`src/rtl/rvfi_bmc_sequencer.sv`:
```
// Formal-harness sequencer: sequences core reset and the one-shot checker enable,
// and monitors the RVFI retirement stream for count, order continuity and halt/trap.
module rvfi_bmc_sequencer #(
    parameter int NRET         = 1,
    parameter int RESET_CYCLES = 5,
    parameter int BMC_DEPTH    = 20
) (
    input  logic                 i_clk,
    input  logic                 i_resetn,
    output logic                 o_core_reset,
    output logic                 o_check_enable,
    input  logic [NRET-1:0]      i_rvfi_valid,
    input  logic [64*NRET-1:0]   i_rvfi_order,
    input  logic [NRET-1:0]      i_rvfi_trap,
    input  logic [NRET-1:0]      i_rvfi_halt,
    output logic [7:0]           o_cycle,
    output logic [15:0]          o_retire_count,
    output logic                 o_order_error,
    output logic                 o_halt_seen,
    output logic                 o_trap_seen,
    output logic [1:0]           o_state
);

    localparam logic [1:0] S_RESET_CORE = 2'd0;
    localparam logic [1:0] S_RUN        = 2'd1;
    localparam logic [1:0] S_CHECK      = 2'd2;
    localparam logic [1:0] S_DONE       = 2'd3;

    logic [1:0]  r_state;
    logic [7:0]  r_cycle;
    logic        r_core_reset;
    logic        r_check_enable;
    logic [15:0] r_retire_count;
    logic        r_order_error;
    logic        r_halt_seen;
    logic        r_trap_seen;
    logic [63:0] r_exp_order;

    logic        w_active;
    logic [15:0] w_pop;
    logic        w_bad;
    logic [16:0] w_sum;

    assign w_active = (r_state == S_RUN) || (r_state == S_CHECK);

    // Lane holes and per-lane order mismatches both fold into one error strobe.
    always_comb begin
        w_pop = 16'd0;
        w_bad = 1'b0;
        for (int i = 0; i < NRET; i++) begin
            w_pop = w_pop + 16'(i_rvfi_valid[i]);
            if (i_rvfi_valid[i] && (i_rvfi_order[64*i +: 64] != r_exp_order + 64'(i)))
                w_bad = 1'b1;
        end
        for (int i = 1; i < NRET; i++) begin
            if (i_rvfi_valid[i] && !i_rvfi_valid[i-1])
                w_bad = 1'b1;
        end
    end

    assign w_sum = {1'b0, r_retire_count} + {1'b0, w_pop};

    always_ff @(posedge i_clk) begin
        if (!i_resetn) begin
            r_state        <= S_RESET_CORE;
            r_cycle        <= 8'd0;
            r_core_reset   <= 1'b1;
            r_check_enable <= 1'b0;
            r_retire_count <= 16'd0;
            r_order_error  <= 1'b0;
            r_halt_seen    <= 1'b0;
            r_trap_seen    <= 1'b0;
            r_exp_order    <= 64'd0;
        end else begin
            if (r_cycle != 8'hFF)
                r_cycle <= r_cycle + 8'd1;

            case (r_state)
                S_RESET_CORE: begin
                    if (|i_rvfi_valid)
                        r_order_error <= 1'b1;
                    if (r_cycle == 8'(RESET_CYCLES - 1)) begin
                        r_state      <= S_RUN;
                        r_core_reset <= 1'b0;
                    end
                end
                S_RUN: begin
                    if (r_cycle == 8'(BMC_DEPTH - 1)) begin
                        r_state        <= S_CHECK;
                        r_check_enable <= 1'b1;
                    end
                end
                S_CHECK: begin
                    r_state        <= S_DONE;
                    r_check_enable <= 1'b0;
                end
                default: begin
                    r_state        <= S_DONE;
                    r_check_enable <= 1'b0;
                end
            endcase

            if (w_active) begin
                if (w_bad)
                    r_order_error <= 1'b1;
                if (|(i_rvfi_valid & i_rvfi_halt))
                    r_halt_seen <= 1'b1;
                if (|(i_rvfi_valid & i_rvfi_trap))
                    r_trap_seen <= 1'b1;
                r_exp_order    <= r_exp_order + {48'd0, w_pop};
                r_retire_count <= w_sum[16] ? 16'hFFFF : w_sum[15:0];
            end
        end
    end

    assign o_state        = r_state;
    assign o_cycle        = r_cycle;
    assign o_core_reset   = r_core_reset;
    assign o_check_enable = r_check_enable;
    assign o_retire_count = r_retire_count;
    assign o_order_error  = r_order_error;
    assign o_halt_seen    = r_halt_seen;
    assign o_trap_seen    = r_trap_seen;

endmodule

```
`config.mk`:
```
export PLATFORM = sky130hd
export DESIGN_NAME = rvfi_bmc_sequencer
export DESIGN_NICKNAME = d
export VERILOG_FILES = /design/src/rtl/rvfi_bmc_sequencer.sv
export SDC_FILE = /design/constraint.sdc
export NUM_CORES = 1
export LEC_CHECK = 0
export CAP_MARGIN = 30
export CORE_AREA = 10 10 110 112
export CTS_CLUSTER_SIZE = 8
export DETAILED_ROUTE_END_ITERATION = 10
export DIE_AREA = 0 0 120 122
export HOLD_SLACK_MARGIN = 0.15
export PLACE_DENSITY = 0.91
export REMOVE_ABC_BUFFERS = 1
export SLEW_MARGIN = 20
export SYNTH_ARGS = -nofsm -noshare
export SYNTH_HDL_FRONTEND = slang
export SYNTH_SLANG_ARGS = --single-unit
```
`constraint.sdc`:
```
create_clock -name i_clk -period 3.5 [get_ports i_clk]
set_input_delay 0.7 -clock i_clk [delete_from_list [all_inputs] [get_ports i_clk]]
set_output_delay 0.7 -clock i_clk [all_outputs]
set_load 0.03 [all_outputs]
```
==> run summary, run 1 <==
Pleak -> 2.32 nW
detailed-route wire length per cell -> 18.3 um
final instance area -> 6660 sq um
P per Cell Area -> 322 nW/um^2
clk buf depth -> 2
met2 WL -> 7.59 mm
max-slew violation count -> 0
Die Y -> 122 um
drt total wl -> 15.8 mm
IO Port Bufs -> 99
Setup Buffers After CTS -> 0
tightest hold margin -> 474 ps
Initial DRC Count -> 548
Main synth FF type -> dfxtp_1
Synth Register Bits -> 95
placed instance count -> 849
initial antenna violation count -> 0
final core utilization -> 66.3%
Clock Skews -> 10.6 ps
Tmin final -> 3010 ps
CP max FO -> 12
dpl ws -> 159 ps
post-synth top area cell -> dfxtp_1
Setup TNS Final -> 0 ps
RePlAce Congestion -> 0.940
Critical R2R Launch -> o_state[0]
peak supply drop -> 0.233 mV
Worst Hold Class -> flip-flop to flip-flop
Rows -> 37
Final HPWL DP -> 12.2 mm
number of flops mapped to enable cells by yosys -> 0
Post-Synthesis Cell Area -> 5350 sq um
post-route insts no fill -> 865
Final WS setup -> 488 ps
vias per inst -> 6.14
Critical Path Start -> i_rvfi_valid
initial core utilization -> 53.3%
area grow syn2layout -> 24.5%
Max transition margin -> 55.6%
Yosys cell types -> 49
count leader, synth -> dfxtp_1
CTS Sinks -> 95
TritonCTS Buffers -> 9
ratio of cells with drive above 1 in the final layout -> 6.86%
DR vias -> 5313
worst-margin pin slew -> 665 ps
DRC Markers -> 0
outcome -> finished, final reports clean
FF-to-FF setup slack -> 830 ps
Placeable Area -> 10000 sq um
crit path capture type -> flip-flop
CTS tree -> done
Setup-failing EPs final -> 0
Die ar. -> 14600 sq um
H-tree depth -> 3
synthesized area per cell -> 8.51 sq um
Die X-Extent -> 120 um
max-cap check violation count -> 0
Clock Latency Late Sink -> 370 ps
Fillers -> 833
Critical Path End -> r_exp_order[44]
GR Overflow Total -> 0
Clk Tree Root Cell -> clkbuf_8
critical setup path kind -> input port to flip-flop
worst endpoint data arrival time -> 3310 ps
Tot Pwr -> 2.15 mW
RSZ-0062 raised after global routing -> no
most frequent cells after synthesis -> dfxtp_1 (95), xor2_1 (60), nor2_1 (48), a21oi_1 (47), nand2_1 (42)
CP Launch Type -> input port
placed cell area -> 6490 sq um
number of global-route vias before repair -> 5219
M1 wire length -> 6.25 mm
maximum clock frequency -> 332 MHz
R2R depth -> 7
synth top area cells -> dfxtp_1 (36%), xor2_1 (9.8%), xnor2_1 (6.7%)
required time worst endpoint -> 3800 ps
Async SR Flop Fraction -> 0%
global-route wire length before repair -> 25.3 mm
Final #Nets -> 803
# IOs -> 100
reg2reg end -> r_exp_order[44]
pin count of the biggest net entering global routing -> 38
# diodes -> 0
met3 routed WL -> 1.29 mm
Mapped Cells -> 629
final hold violation count -> 0
Reg clk slew, reported paths -> 100 ps
# resized after CTS -> 0
post-route antenna net violation count -> 0
highest metal used -> met4
GRT Total Usage -> 20.9%
final cycle utilization of the critical path -> 86.1%
hold_buf cts -> 0
Syn. warnings -> 0
register area share after synthesis -> 35.5%
Yosys top cell area share -> 35.5%
Pre-Repair DR Iteration Count -> 5
cell type report:
cell class	instances	area (sq um)	area share [%]
Clock buffer	10	128	1.92
Clock inverter	6	43.8	0.657
Inverter	18	67.6	1.01
Multi-Input combinational cell	490	3280	49.2
Sequential cell	95	1900	28.5
Tap cell	136	170	2.55
Timing Repair Buffer	110	1070	16.1
critical path: stages:
cell and delay, ps:
clkdlybuf4s50_1 510, ha_1 260, ha_1 260, nand3_1 170, nor4_4 330, nand4_2 330, or4_1 590, a21oi_1 170
state kept, by name, summed over array words and instances, names as in the netlist:
| name | cells |
|---|---|
| o_halt_seen | 1 |
| o_check_enable | 1 |
| o_core_reset | 1 |
| o_retire_count | 16 |
| o_order_error | 1 |
| r_exp_order | 64 |
| o_trap_seen | 1 |
| o_cycle | 8 |
| o_state | 2 |
layout by cell type (no fill, tap or decap), drive strengths merged, types with 12 or more instances in the layout:
| master | n |
|---|---|
| clkdlybuf4s50 | 99 |
| dfxtp | 95 |
| xor2 | 60 |
| nor2 | 48 |
| a21oi | 47 |
| nand4 | 43 |
| nand2 | 42 |
| xnor2 | 41 |
| nand3 | 28 |
| nor4 | 21 |
| inv | 20 |
| o21ai | 19 |
| or4 | 17 |
| and4 | 13 |
| and3 | 12 |
| or3 | 12 |
| o31ai | 12 |
cell families (layout without fill, tap and decap cells):
family,after synthesis,in the layout,share of synthesized area (%)
AO/OA/AOI/OAI,108,108,12.3
XOR/XNOR,101,101,16.5
adder cells (fa/ha/maj),10,10,2.34
buffers and inverters,44,144,3.22
flip-flops,95,95,35.5
multiplexers,2,2,0.374
AND/OR/NAND/NOR,269,269,29.7
where the power goes:
group          switching [mW]  total [mW]  internal, mW
Sequential             0.0206        1.12          1.10
Combinational           0.177       0.349         0.172
Clock                   0.414       0.677         0.263
how the worst min path moves through the flow:
| stage | slack (ps) | cells after the start | end | startpoint |
|---|---|---|---|---|
| 2_1_floorplan | 470 | 2 | r_exp_order[63] | r_exp_order[63] |
| 3_3_place_gp | 440 | 2 | o_trap_seen | o_trap_seen |
| 3_5_place_dp | 460 | 2 | o_core_reset | o_core_reset |
| 4_1_cts | 480 | 2 | o_core_reset | o_core_reset |
| 5_1_grt | 510 | 2 | o_core_reset | o_core_reset |
| 6_report | 470 | 2 | o_core_reset | o_core_reset |
metal layers:
layer | vias to the layer above | track usage (%)
li1 | 2477 | -
met1 | 2516 | 24.3
met2 | 272 | 35.6
met3 | 48 | 4.26
met4 | 0 | 11.3
met5 | - | 0
(Power assumes the default switching activity.)
==> run 2: changes to the inputs <==
==> constraint.sdc (replaced) <==
create_clock -name i_clk -period 3.5 [get_ports i_clk]
set_input_delay 0.35 -clock i_clk [delete_from_list [all_inputs] [get_ports i_clk]]
set_output_delay 0.35 -clock i_clk [all_outputs]
set_load 0.03 [all_outputs]
==> run 2 against run 1 <==
  * Critical path depth is 1 lower
  * Routed wire length about the same
  * Hold slack better by 3.2 ps
  * Flip-flop and latch count unchanged
  * Sequential share of layout area rose by 0.15 points
  * Via count down 0.58%
  * Cell count is 0.69% lower
  * Die area stayed put
  * First-iteration DRC count is 2.9% lower
  * Global-route usage rose by 0.050 points
  * Non-clock buffer count down 6
  * Clock power up 2%
  * Critical path type unchanged
==> run summary, run 2 (synthesis results as in run 1) <==
Clock Skews -> 19.1 ps (+8.47 ps)
crit path capture type -> flip-flop
H-tree depth -> 3 (unchanged)
max-slew violation count -> 0 (unchanged)
DR vias -> 5282 (-0.58%)
CTS tree -> done
commonest non-fill, non-tap cells in the layout -> clkdlybuf4s50_1 (99), dfxtp_1 (95), xor2_1 (60)
detailed-route wire length per cell -> 18.4 um (+0.74%)
vias per inst -> 6.15 (+0.11%)
critical path's slowest cell -> or4_1
IO Port Bufs -> 99 (unchanged)
RSZ-0062 raised after global routing -> no
maximum clock frequency -> 348 MHz (+4.9%)
Largest stage delay, worst path -> 660 ps (+70 ps)
Pre-Repair DR Iteration Count -> 7 (+2)
Worst Hold Class -> flip-flop to flip-flop
Clk Tree Root Cell -> clkbuf_8
Setup TNS Final -> 0 ps (unchanged)
DRC Markers -> 0 (unchanged)
Final #Nets -> 797 (-0.75%)
final cycle utilization of the critical path -> 82.0% (-4.0 points)
area grow syn2layout -> 23.8%
Max transition margin -> 44.9% (-11 points)
RePlAce Congestion -> 0.988 (+5.1%)
TritonCTS Buffers -> 9 (unchanged)
Die X-Extent -> 120 um (unchanged)
reg2reg end -> r_exp_order[53]
most flop-heavy register -> r_exp_order
P per Cell Area -> 327 nW/um^2 (+1.3%)
ratio of cells with drive above 1 in the final layout -> 6.22% (-0.63 points)
number of global-route vias before repair -> 5220 (+0.019%)
critical setup path kind -> input port to flip-flop
Clock Latency Late Sink -> 370 ps (about the same)
outcome -> finished, final reports clean
CP Cell Sequence -> clkdlybuf4s50_1, ha_1, nand4_4, nor4_4, nand4_2, or4_1, a21oi_1
worst endpoint data arrival time -> 3160 ps (-150 ps)
# resized after CTS -> 0 (unchanged)
Rows -> 37 (unchanged)
post-route antenna net violation count -> 0 (unchanged)
Critical R2R Launch -> o_state[0]
clk buf depth -> 2 (unchanged)
Die ar. -> 14600 sq um (unchanged)
initial core utilization -> 53.3% (unchanged)
cell count of the worst hold path -> 2 (unchanged)
Initial DRC Count -> 532 (-2.9%)
Pleak -> 2.30 nW (-1.0%)
initial antenna violation count -> 0 (unchanged)
pin count of the biggest net entering global routing -> 45 (+18%)
Setup Buffers After CTS -> 0 (unchanged)
Setup-failing EPs final -> 0 (unchanged)
worst-margin pin slew -> 819 ps (+154 ps)
GR Overflow Total -> 0 (unchanged)
global-route wire length before repair -> 25.5 mm (+0.57%)
FF-to-FF setup slack -> 660 ps (-170 ps)
# diodes -> 0 (unchanged)
Worst Hold End -> o_trap_seen
max reg flops -> 64 (unchanged)
Final HPWL DP -> 12.1 mm (-1.0%)
required time worst endpoint -> 3790 ps (about the same)
final hold violation count -> 0 (unchanged)
Placeable Area -> 10000 sq um (unchanged)
drt total wl -> 15.8 mm (about the same)
most common cell after layout, fill and taps aside -> clkdlybuf4s50_1
Die Y -> 122 um (unchanged)
Final WS setup -> 629 ps (+141 ps)
Hold Crit Start -> o_trap_seen
GRT Total Usage -> 20.9% (+0.050 points)
CTS Sinks -> 95 (unchanged)
peak supply drop -> 0.226 mV (-3.1%)
Reg clk slew, reported paths -> 90 ps (about the same)
# IOs -> 100 (unchanged)
dpl ws -> 275 ps (+116 ps)
max-cap check violation count -> 0 (unchanged)
R2R depth -> 7 (unchanged)
CP Launch Type -> input port
hold_buf cts -> 0 (unchanged)
CP max FO -> 19 (+7)
Tmin final -> 2870 ps (-141 ps)
run 2: changes by cell type in the layout (fill, tap and decap cells not counted):
cell	delta
buf_4	-6
clkbuf_1	-1
clkbuf_8	+1
clkinv_4	+1
inv_6	-1
run 2: area by class of cell:
class / instances / area (sq um)
clock buffers: 10 / 138
clock inverters: 6 / 43.8
fillers: 816 / 3420
inverters: 18 / 67.6
multi-input cells: 490 / 3280
flip-flops and latches: 95 / 1900
well taps: 136 / 170
repair buffers: 104 / 1030
run 2: per-stage QoR:
stage | instance area [sq um] | util (%) | hold slack (ps) | instances | power, mW
global route | 6630 | 66.0 | 511 | 859 | 2.24
detailed placement | 6450 | 64.2 | 461 | 843 | 1.49
global placement | 6450 | 64.2 | 447 | 843 | 1.48
finish | 6630 | 66.0 | 478 | 859 | 2.16
CTS | 6630 | 66.0 | 483 | 859 | 2.16
floorplan | 5250 | - | 412 | 603 | 1.31
run 2: critical path, delay by kind of cell:
| kind | cells | cell delay [ps] |
|---|---|---|
| AND/OR/NAND/NOR | 4 | 1780 |
| buffers and inverters | 1 | 580 |
| AO/OA/AOI/OAI | 1 | 150 |
| adder cells (fa/ha/maj) | 1 | 280 |
run 2: where the power goes:
group	total (mW)	leakage, nW	internal (mW)	switching, mW
logic	0.349	1.44	0.170	0.179
clock network	0.693	0.0926	0.281	0.413
registers	1.12	0.766	1.10	0.0215
run 2: worst max-delay path by stage:
stage                       from              end
finish              i_rvfi_valid  r_exp_order[53]
global placement    i_rvfi_valid  r_exp_order[49]
global route        i_rvfi_valid  r_exp_order[53]
CTS                 i_rvfi_valid  r_exp_order[53]
detailed placement  i_rvfi_valid  r_exp_order[53]
floorplan             o_state[0]  r_exp_order[44]
run 2: layer usage:
layer / global-route usage [%] / routed length, um / vias up
met3: 4.35 / 1240 / 64
met2: 36.4 / 7540 / 265
li1: - / - / 2467
met5: 0 / 0 / -
met4: 10.0 / 683 / 0
met1: 24.2 / 6340 / 2486
==> run 3: changes to the inputs <==
Settings changed: CORE_AREA 10 10 110 112 to 10 10 112 114, DIE_AREA 0 0 120 122 to 0 0 122 124, PLACE_DENSITY 0.91 to 0.89.
Clock period 3.5 ns to 3 ns, I/O delays scaled along.
==> run 3 against run 2 <==
  * Largest power group unchanged
  * Clock power rose by 29%
  * Cell count grew 1.3%
  * Largest cell class unchanged
  * Global-route usage shrank 0.25 points
  * Critical path depth up 1
==> run summary, run 3 (synthesis results as in run 1) <==
Worst Hold Class -> flip-flop to flip-flop
most common cell after layout, fill and taps aside -> clkdlybuf4s50_1
# diodes -> 0 (unchanged)
# resized after CTS -> 0 (unchanged)
Pleak -> 2.36 nW (+2.8%)
DR vias -> 5223 (-1.1%)
Clock Power Share -> 34.1% (+2.1 points)
Reg clk slew, reported paths -> 90 ps (about the same)
Setup Buffers After CTS -> 0 (unchanged)
post-route antenna net violation count -> 0 (unchanged)
Setup-failing EPs final -> 0 (unchanged)
Clock Skews -> 7.87 ps (-11.2 ps)
GR Overflow Total -> 0 (unchanged)
CP max FO -> 18 (-1)
RSZ-0062 raised after global routing -> no
ratio of cells with drive above 1 in the final layout -> 7.63% (+1.4 points)
required time worst endpoint -> 3300 ps (-490 ps)
Setup TNS Final -> 0 ps (unchanged)
TritonCTS Buffers -> 9 (unchanged)
detailed-route wire length per cell -> 18.2 um (-0.98%)
Clk Tree Root Cell -> clkbuf_8
Max transition margin -> 56.0% (+11 points)
# IOs -> 100 (unchanged)
Clock Latency Late Sink -> 380 ps (about the same)
number of global-route vias before repair -> 5177 (-0.82%)
pin count of the biggest net entering global routing -> 33 (-27%)
critical setup path kind -> flip-flop to flip-flop
Internal Power -> 1.90 mW (+22%)
CTS Sinks -> 95 (unchanged)
initial antenna violation count -> 0 (unchanged)
final hold violation count -> 0 (unchanged)
Final HPWL DP -> 12.3 mm (+1.8%)
P per Cell Area -> 388 nW/um^2 (+19%)
area grow syn2layout -> 25.8%
Initial DRC Count -> 551 (+3.6%)
CTS tree -> done
max-cap check violation count -> 0 (unchanged)
Fillers -> 812 (-0.49%)
Die ar. -> 15100 sq um (+3.3%)
outcome -> finished, final reports clean
worst-margin pin slew -> 653 ps (-165 ps)
Rows -> 37 (unchanged)
Die X-Extent -> 122 um (+1.7%)
multi-input logic area -> 3280 sq um (unchanged)
vias per inst -> 6.00 (-2.4%)
crit path capture type -> flip-flop
RePlAce Congestion -> 0.986 (-0.22%)
max-slew violation count -> 0 (unchanged)
CP Launch Type -> flip-flop
P_sw -> 716 uW (+17%)
most flop-heavy register -> r_exp_order
final cycle utilization of the critical path -> 89.2%
maximum clock frequency -> 374 MHz
Critical Path Start -> o_state[0]
sequential standard cell area -> 1900 sq um (unchanged)
drt total wl -> 15.9 mm (+0.28%)
Die Y -> 124 um (+1.6%)
max reg flops -> 64 (unchanged)
Tot Pwr -> 2.61 mW (+21%)
IO Port Bufs -> 99 (unchanged)
Pre-Repair DR Iteration Count -> 5 (-2)
peak supply drop -> 0.290 mV (+28%)
Hold Crit Start -> o_core_reset
worst endpoint data arrival time -> 2980 ps (-180 ps)
DRC Markers -> 0 (unchanged)
commonest non-fill, non-tap cells in the layout -> clkdlybuf4s50_1 (99), dfxtp_1 (95), xor2_1 (60)
GRT Total Usage -> 20.7% (-0.25 points)
Reg power frac -> 50.1% (-1.7 points)
Combinational Power Share -> 15.8% (-0.3 points)
hold_buf cts -> 0 (unchanged)
Final #Nets -> 808 (+1.4%)
initial core utilization -> 52.3% (-0.96 points)
Critical R2R Launch -> o_state[0]
clk buf depth -> 2 (unchanged)
H-tree depth -> 3 (unchanged)
Placeable Area -> 10200 sq um (+1.8%)
global-route wire length before repair -> 25.4 mm (-0.40%)
Sw Share -> 27.4% (-0.91 points)
Tmin final -> 2680 ps
[run 3: changes by cell type in the layout (fill, tap and decap cells not counted)]
cell,before,now
bufinv_16,0,1
buf_4,5,16
clkinv_2,2,1
[run 3: metrics by stage]
step           area (sq um)  cells  util (%)  hold slack (ps)  setup WS [ps]
2_1_floorplan          5250    603         -              362           25.4
3_3_place_gp           6530    854      63.8              446            235
3_5_place_dp           6530    854      63.8              453            125
4_1_cts                6740    870      65.8              469            325
5_1_grt                6740    870      65.8              526            158
6_report               6740    870      65.8              469            323
[run 3: path summary, 6_finish.rpt]
path / endpoint / slack (ps) / cells past startpoint
min: o_core_reset / 470 / 2
max: r_exp_order[60] / 320 / 8
max reg2reg: r_exp_order[60] / 320 / 8
min reg2reg: o_core_reset / 470 / 2
[run 3: per-layer routing]
layer	track usage (%)	routed length [um]	up-vias
met2	36.3	7770	239
met4	8.49	459	0
met5	0	0	-
met3	5.34	1410	41
li1	-	-	2500
met1	23.4	6210	2443
[run 3: worst max-delay path, cell delays in order (launching register included)]
cell and delay [ps]:
dfxtp_1 420, inv_1 90, ha_1 360, buf_4 270, nand3_1 170, nor4_4 300, nand4_2 300, or4_1 540
a21oi_1 160
[run 3: power groups by stage]
stage | sequential (mW) | clock (mW) | combinational [mW]
floorplan | 1.37 | 0 | 0.154
global placement | 1.34 | 0 | 0.394
detailed placement | 1.34 | 0 | 0.406
CTS | 1.31 | 0.912 | 0.411
global route | 1.31 | 0.954 | 0.442
finish | 1.31 | 0.892 | 0.412
[run 3: area by class of cell]
| type | count | area share, % |
|---|---|---|
| Tap cell | 136 | 2.53 |
| Clock inverter | 6 | 1.02 |
| Clock buffer | 10 | 2.04 |
| Inverter | 18 | 1.00 |
| Sequential cell | 95 | 28.2 |
| Multi-Input combinational cell | 490 | 48.7 |
| Timing Repair Buffer | 115 | 16.5 |
